<file path="config.mk">
export PLATFORM = sky130hd
export DESIGN_NAME = uart_byte_rx
export DESIGN_NICKNAME = d
export VERILOG_FILES = /design/src/rtl/uart_pkg.sv /design/src/rtl/uart_byte_rx_bit_sync.sv /design/src/rtl/uart_byte_rx.sv
export SDC_FILE = /design/constraint.sdc
export NUM_CORES = 1
export LEC_CHECK = 0
export BUFFER_PORTS_ARGS = -buffer_cell sky130_fd_sc_hd__buf_2
export CAP_MARGIN = 5
export CELL_PAD_IN_SITES_DETAIL_PLACEMENT = 1
export CELL_PAD_IN_SITES_GLOBAL_PLACEMENT = 1
export CORE_MARGIN = 2
export CORE_UTILIZATION = 25
export DETAILED_ROUTE_END_ITERATION = 8
export HOLD_SLACK_MARGIN = 0.12
export PLACE_DENSITY = 0.46
export SLEW_MARGIN = 25
export SYNTH_ARGS = -nofsm -noshare
export SYNTH_HDL_FRONTEND = slang
export SYNTH_HIERARCHICAL = 1
export SYNTH_SLANG_ARGS = --single-unit
</file>
<file path="constraint.sdc">
create_clock -name CLK12M -period 2.4 [get_ports CLK12M]
set_input_delay 0.12 -clock CLK12M [delete_from_list [all_inputs] [get_ports CLK12M]]
set_output_delay 0.12 -clock CLK12M [all_outputs]
set_load 0.01 [all_outputs]
</file>
<file path="src/rtl/uart_pkg.sv">
// Shared UART types and helpers for the byte receiver and the companion transmitter.
package uart_pkg;

    typedef enum logic [2:0] {
        IDLE,
        START,
        DATA,
        STOP,
        BREAK
    } rx_state_t;

    // Clock cycles per bit period, rounded to the nearest integer.
    function automatic int unsigned clks_per_bit(input int unsigned clk_hz, input int unsigned baud);
        return (clk_hz + baud / 2) / baud;
    endfunction

endpackage

</file>
<file path="src/rtl/uart_byte_rx_bit_sync.sv">
// Multi-flop synchroniser for one asynchronous input bit, with a configurable reset level.
module bit_sync #(
    parameter int unsigned STAGES  = 2,
    parameter logic        RST_VAL = 1'b1
) (
    input  logic clk_i,
    input  logic rst_ni,
    input  logic d_i,
    output logic q_o
);

    logic [STAGES-1:0] sync_q;

    // Shift the raw input through the flop chain; reset presets every stage.
    always_ff @(posedge clk_i) begin
        if (!rst_ni) begin
            sync_q <= {STAGES{RST_VAL}};
        end else begin
            sync_q <= {sync_q[STAGES-2:0], d_i};
        end
    end

    assign q_o = sync_q[STAGES-1];

endmodule

</file>
<file path="src/rtl/uart_byte_rx.sv">
// 8N1 UART byte receiver: synchroniser, 3-sample mid-bit majority vote, framing/overrun
// detection and a one-deep valid/ready holding register.
module uart_byte_rx
    import uart_pkg::*;
#(
    parameter int unsigned CLK_HZ      = 12000000,
    parameter int unsigned BAUD        = 115200,
    parameter int unsigned SYNC_STAGES = 2
) (
    input  logic       CLK12M,
    input  logic       RESET_N,
    input  logic       RXD,
    output logic [7:0] RX_DATA,
    output logic       RX_VALID,
    input  logic       RX_READY,
    output logic       RX_FRAME_ERR,
    output logic       RX_OVERRUN,
    output logic       RX_BUSY
);

    localparam int unsigned CPB = clks_per_bit(CLK_HZ, BAUD);
    localparam int unsigned CW  = $clog2(CPB);
    localparam logic [CW-1:0] MID_C  = CW'(CPB / 2 + 1);
    localparam logic [CW-1:0] LAST_C = CW'(CPB - 1);

    logic            rxs;
    rx_state_t       state_q, state_d;
    logic [CW-1:0]   bcnt_q, bcnt_d;
    logic [3:0]      bidx_q, bidx_d;
    logic [2:0]      maj_q, maj_d;
    logic [7:0]      shreg_q, shreg_d;
    logic [7:0]      data_q, data_d;
    logic            valid_q, valid_d;
    logic            ferr_q, ferr_d;
    logic            ovr_q, ovr_d;
    logic            vote;
    logic            at_mid;
    logic            at_wrap;
    logic            byte_done;

    bit_sync #(
        .STAGES  (SYNC_STAGES),
        .RST_VAL (1'b1)
    ) u_sync (
        .clk_i  (CLK12M),
        .rst_ni (RESET_N),
        .d_i    (RXD),
        .q_o    (rxs)
    );

    assign vote    = (maj_q[0] & maj_q[1]) | (maj_q[0] & maj_q[2]) | (maj_q[1] & maj_q[2]);
    assign at_mid  = (bcnt_q == MID_C);
    assign at_wrap = (bcnt_q == LAST_C);

    // Next-state logic for the frame FSM, bit timing, data shifter and holding register.
    always_comb begin
        state_d   = state_q;
        bcnt_d    = at_wrap ? '0 : bcnt_q + CW'(1);
        bidx_d    = bidx_q;
        maj_d     = {maj_q[1:0], rxs};
        shreg_d   = shreg_q;
        data_d    = data_q;
        valid_d   = valid_q;
        ferr_d    = 1'b0;
        ovr_d     = 1'b0;
        byte_done = 1'b0;

        unique case (state_q)
            IDLE: begin
                bcnt_d = '0;
                if (!rxs) state_d = START;
            end
            START: begin
                if (at_mid && vote) begin
                    state_d = IDLE;
                end else if (at_wrap) begin
                    state_d = DATA;
                    bidx_d  = '0;
                end
            end
            DATA: begin
                if (at_mid) begin
                    shreg_d = {vote, shreg_q[7:1]};
                    bidx_d  = bidx_q + 4'd1;
                end
                if (at_wrap && bidx_q == 4'd8) state_d = STOP;
            end
            STOP: begin
                if (at_mid) begin
                    if (vote) begin
                        byte_done = 1'b1;
                        state_d   = IDLE;
                    end else begin
                        ferr_d  = 1'b1;
                        state_d = BREAK;
                    end
                end
            end
            BREAK: begin
                bcnt_d = '0;
                if (rxs) state_d = IDLE;
            end
            default: state_d = IDLE;
        endcase

        // A consume and a new byte in the same cycle leave valid set with the new byte.
        if (valid_q && RX_READY) valid_d = 1'b0;
        if (byte_done) begin
            if (!valid_q || RX_READY) begin
                data_d  = shreg_q;
                valid_d = 1'b1;
            end else begin
                ovr_d = 1'b1;
            end
        end
    end

    // State and datapath registers; reset aborts any frame in flight without pulses.
    always_ff @(posedge CLK12M) begin
        if (!RESET_N) begin
            state_q <= IDLE;
            bcnt_q  <= '0;
            bidx_q  <= '0;
            maj_q   <= '1;
            shreg_q <= '0;
            data_q  <= '0;
            valid_q <= 1'b0;
            ferr_q  <= 1'b0;
            ovr_q   <= 1'b0;
        end else begin
            state_q <= state_d;
            bcnt_q  <= bcnt_d;
            bidx_q  <= bidx_d;
            maj_q   <= maj_d;
            shreg_q <= shreg_d;
            data_q  <= data_d;
            valid_q <= valid_d;
            ferr_q  <= ferr_d;
            ovr_q   <= ovr_d;
        end
    end

    assign RX_DATA      = data_q;
    assign RX_VALID     = valid_q;
    assign RX_FRAME_ERR = ferr_q;
    assign RX_OVERRUN   = ovr_q;
    assign RX_BUSY      = (state_q != IDLE);

endmodule

</file>
After elaboration in Yosys (flattened, before gate mapping)
Cells that the tools add are included.
{ "totals": {"ff_bits": 38, "inputBits": 4, "elab_cells": 68} }
{ "op_classes": {"n_addsub": 2, "eq_ne": 15, "muxes": 20, "n_bitwise": 6, "reduce_logical": 15} }
{ "op_table": {"columns": ["operator", "count"], "rows": [
  ["$mux 3", 7],
  ["$pmux 3 s5", 1],
  ["$mux 4", 3],
  ["$ne 2x2->1 const B", 6],
  ["$mux 1", 8],
  ["$pmux 4 s2", 1],
  ["$add 7x1->7 const B", 1],
  ["$eq 7x6->1 const B", 1],
  ["$eq 7x7->1 const B", 1],
  ["$eq 3x2->1 const B", 2],
  ["$reduce_and 2->1", 3],
  ["$reduce_and 5->1", 1],
  ["$add 4x1->4 const B", 1],
  ["$eq 4x4->1 const B", 1],
  ["$reduce_and 4->1", 1],
  ["$reduce_or 4->1", 1],
  ["$and 1x1->1", 3],
  ["$eq 3x1->1 const B", 1],
  ["$eq 3x3->1 const B", 1],
  ["$logic_and 1x1->1", 3],
  ["$logic_not 3->1", 1],
  ["$ne 3x3->1 const B", 1],
  ["$reduce_and 3->1", 1],
  ["$reduce_bool 3->1", 1],
  ["other kinds (6)", 7]
]} }

Depth between registers and ports, before layout
{ "logic_depth": {"word_depth": 7, "depth_mapped": 7, "mapped_depth_nobuf": 6} }

Modules after synthesis
The synthesis kept the hierarchy.
{ "by_module_without_submodules": {"columns": ["mod", "n_inst", "cells_per_inst", "area_per_inst_um2"], "rows": [
  ["uart_byte_rx", 1, 170, 1616.6],
  ["bit_sync", 1, 4, 52.6]
]} }

Least setup slack after synthesis
No wires, ideal clock.
{ "synth_timing": {"path_type": "reg2reg", "from": "reg bcnt_q[0]", "to": "reg data_q[0] (netlist: RX_DATA[0])", "setup_time_ps": 72, "arrival_ps": 1582, "t_required_ps": 2328, "slack_ps": 746, "stages_incl_launch_ff": 6, "path_buffers": 0, "period_less_slack_ps": 1654, "path_cell_list": "dfxtp_1 > ha_1 > and4b_4 > nand2_4 > nor4_4 > mux2i_1"} }
{ "synth_via": {"elab_chain_cells": 4} }
{ "synth_lines": {"columns": ["item", "line_no", "text"], "rows": [
  ["start: declaration", "uart_byte_rx.sv:28", "logic [CW-1:0] bcnt_q, bcnt_d;"],
  ["start signal: assignment", "uart_byte_rx.sv:132", "bcnt_q <= bcnt_d;"],
  ["$eq 7x6->1", "uart_byte_rx.sv:52", "assign at_mid = (bcnt_q == MID_C);"],
  ["$mux 1", "uart_byte_rx.sv:89", "if (at_mid) begin"],
  ["$mux 1", "uart_byte_rx.sv:68", "unique case (state_q)"],
  ["$reduce_and 2->1 (no source line)", null, null],
  ["end signal: assignment", "uart_byte_rx.sv:136", "data_q <= data_d;"],
  ["end: declaration", "uart_byte_rx.sv:32", "logic [7:0] data_q, data_d;"]
]} }
No other way between the ends.
A chain may end at the register's enable or synchronous reset.

Worst setup path in the final report
{ "layout_timing": {"from": "reg bcnt_q[0]", "to": "reg data_q[4] (netlist: RX_DATA[4])"} }
Same word-level chain as after synthesis.

==> impl_metrics.json <==
{
  "outcome": "finished clean",
  "max-cap-violations": 0,
  "min_to": "bcnt_q[2]$_SDFF_PP0_",
  "rows": 29,
  "tightest_slew_ps": 725,
  "path_clk_slew_ps": 80,
  "fmax_ghz": 0.520,
  "clock-sinks": 38,
  "io_pins": 16,
  "synth_nets": 182,
  "vias": 1250,
  "gp_congestion": 0.746,
  "clockBufferDepth": 2,
  "track_usage": 0.112,
  "worstReg2RegStart": "bcnt_q[0]$_SDFF_PP0_",
  "cts_tree": "yes",
  "drive_gt1_frac": 0.164,
  "yosys_warnings": 6,
  "worst_hold_path_type": "primary input to flop",
  "fin_util": 0.298,
  "ys_ff_latch": 38,
  "worst_ep_required_time_ps": 2620,
  "synth_top_family_by_area": "simple AND/OR/NAND/NOR gates",
  "r2r-end": "RX_DATA[4]$_SDFFE_PN0P_",
  "cts_root_buf": "clkbuf_8",
  "die_h_um": 85.7,
  "hold_violations": 0,
  "worstPathArrival_ps": 2140,
  "crit_chain": "ha_1 > and4b_4 > nand2_4 > nor4_4 > mux2i_1",
  "drtPass1Iterations": 4,
  "antenna_left": 0,
  "yosysSeqAreaShare": 0.456,
  "synth_compound_area_frac": 0.0855,
  "rsz0062_at_grt": "false",
  "grt_max_degree": 41,
  "wl_per_cell_um": 13.6,
  "syn-mean-instance-area_sq_um": 9.59,
  "antenna_found_initial": 0,
  "crit_buf_inv": 0,
  "path_max_fanout": 8,
  "synth_xor_area_frac": 0.0262,
  "numCtsBuffers": 5,
  "startpoint_type": "flop",
  "syn-cell-area_sq_um": 1670,
  "antennaDiodeCount": 0,
  "core-area_sq_um": 6390,
  "grt_first_pass_wirelength_um": 6490,
  "fin_nets": 197,
  "initial_utilization": 0.261,
  "maxSlewViolCount": 0,
  "grt_pass1_vias": 1307,
  "synthDistinctLibCells": 44,
  "via_per_inst": 4.70,
  "critPathTopFamily": "simple AND/OR/NAND/NOR gates",
  "synthSimpleGateAreaFrac": 0.268,
  "worst_setup_path_end_kind": "flop",
  "critical_path_class": "flop to flop",
  "place.port_buffers": 15,
  "fp.dieW_um": 85.7,
  "place_hpwl_um": 2510,
  "ff2ff_path_depth": 5,
  "muxShareOfSynthArea": 0.0960,
  "min_period_ps": 1920,
  "cts-htree-levels": 2,
  "fin_crit_sh": 0.801,
  "gr-total-overflow": 0,
  "setup_violations": 0,
  "critPathSlowestCell": "nor4_4",
  "drt-initial-drc-count": 79,
  "synth-adder-area-share": 0.0360,
  "clk_latency_ps": 290,
  "drt-total-wl_um": 3620,
  "syn2layout_area_growth_pct": 13.9,
  "rrSetupSlack_ps": 480,
  "skew_ps": 9.93,
  "tns_ps": 0,
  "min_from": "RESET_N",
  "irDropWorstVdd_mv": 0.181,
  "dieArea_sq_um": 7350,
  "power.density_nw_per_um2": 570,
  "fillCellCount": 739,
  "critPathMaxStageDelay_ps": 620,
  "drc": 0,
  "slew_headroom": 0.513,
  "p_leak_uw": 0.000699,
  "syn_inst": 174,
  "whs_path_depth": 3
}
==> sequential cells by signal, summed over array words and instances, names as in the netlist, 2 cells and up <==
name	flops
bcnt_q	7
bidx_q	4
maj_q	3
RX_DATA	8
shreg_q	8
u_sync/sync_q	2
state_q	3
==> Yosys cell counts (all sizes together) <==
cell type,count,area share
a21boi,2,0.0090
ha,4,0.030
nand2b,8,0.030
and3b,1,0.0052
buf,1,0.0030
nor3,2,0.0060
a2111o,1,0.0067
nand3b,1,0.0045
xor2,3,0.016
nand2,22,0.054
xnor2,2,0.010
or3,1,0.0038
a31oi,2,0.0075
and4bb,1,0.0075
nand3,3,0.0090
nor4,1,0.013
a31o,1,0.0052
o21bai,1,0.0045
mux2i,16,0.096
and3,4,0.016
dfxtp,38,0.46
a21o,1,0.0045
nor2,10,0.022
a211oi,1,0.0045
nand4,3,0.011
o221ai,1,0.0052
a2111oi,1,0.0052
nor4b,2,0.010
maj3,1,0.0060
o21a,2,0.0090
inv,5,0.011
and2b,1,0.0060
or4b,1,0.0060
and2,1,0.0038
clkbuf,8,0.018
o311a,1,0.0060
a21oi,2,0.0060
nor3b,1,0.0045
o21ai,4,0.012
and4b,2,0.014
nor2b,11,0.041
==> what timing repair did <==
item / CTS / global route
gates resized for setup: 0 / 0
setup endpoints to repair: 0 / 0
hold buffers: 1 / 0
endpoints found under the hold margin: 1 / 0
buffers inserted: 0 / 0
==> worst register-to-register path: stages, from the launching register on <==
cell and delay [ps]:
dfxtp_1 390, ha_1 170, and4b_4 300, nand2_4 90, nor4_4 620, mux2i_1 280
==> stage by stage <==
stage	cells	setup WS, ps	cell area [sq um]	hold slack, ps	total power, uW
after global routing	266	268	1900	181	1140
after floorplan	174	746	1670	193	671
after CTS	266	429	1900	140	1110
final	266	478	1900	132	1080
after detailed placement	258	448	1810	308	681
after global placement	258	588	1810	308	680
==> final cells by class <==
cell class / instances / area (sq um) / share of cell area
timing repair buffer: 17 / 92.6 / 0.0487
clock buffer: 5 / 68.8 / 0.0362
inverter: 5 / 18.8 / 0.00987
multi-input combinational: 122 / 855 / 0.449
clock inverter: 2 / 10.0 / 0.00526
tap: 77 / 96.3 / 0.0507
sequential: 38 / 761 / 0.400
==> worst max path at each step <==
stage | endpoint | start | slack (ps) | depth (start not counted)
after detailed placement | RX_DATA[4]$_SDFFE_PN0P_ | bcnt_q[0]$_SDFF_PP0_ | 450 | 5
final | RX_DATA[4]$_SDFFE_PN0P_ | bcnt_q[0]$_SDFF_PP0_ | 480 | 5
after global placement | RX_DATA[3]$_SDFFE_PN0P_ | bcnt_q[0]$_SDFF_PP0_ | 590 | 5
after CTS | RX_DATA[4]$_SDFFE_PN0P_ | bcnt_q[0]$_SDFF_PP0_ | 430 | 5
after floorplan | RX_DATA[0]$_SDFFE_PN0P_ | bcnt_q[0]$_SDFF_PP0_ | 750 | 5
after global routing | RX_DATA[4]$_SDFFE_PN0P_ | bcnt_q[0]$_SDFF_PP0_ | 270 | 5
==> metal layers <==
| metal | up-vias | global-route usage | part of all wire |
|---|---|---|---|
| li1 | 625 | - | - |
| met1 | 607 | 0.147 | 0.50 |
| met2 | 13 | 0.173 | 0.45 |
| met3 | 5 | 0.0356 | 0.028 |
| met4 | 0 | 0.0390 | 0.015 |
| met5 | - | 0 | 0 |
==> layout by cell type (no fill, tap or decap), types with 5 or more instances in the layout <==
cell	instances
buf_2	15
clkbuf_8	5
dfxtp_1	38
inv_1	5
mux2i_1	16
nand2_1	21
nand2b_1	8
nor2_1	10
nor2b_1	11
==> logic make-up (layout without fill, tap and decap cells) <==
| group | after synthesis | after routing |
|---|---|---|
| mux | 16 | 16 |
| buf+inv | 14 | 29 |
| compound gates | 20 | 20 |
| flops | 38 | 38 |
| fa+ha+maj | 5 | 5 |
| simple gates | 76 | 76 |
| xor+xnor | 5 | 5 |
==> power by group <==
| group | leakage [uW] | switching (uW) | internal (uW) | total (uW) |
|---|---|---|---|---|
| Clock | 0.0000438 | 222 | 195 | 418 |
| Sequential | 0.000307 | 4.24 | 634 | 638 |
| Combinational | 0.000349 | 16.2 | 12.7 | 28.9 |
| Total | 0.000699 | 243 | 842 | 1080 |
Note: power is estimated with default switching activity, not from simulation.
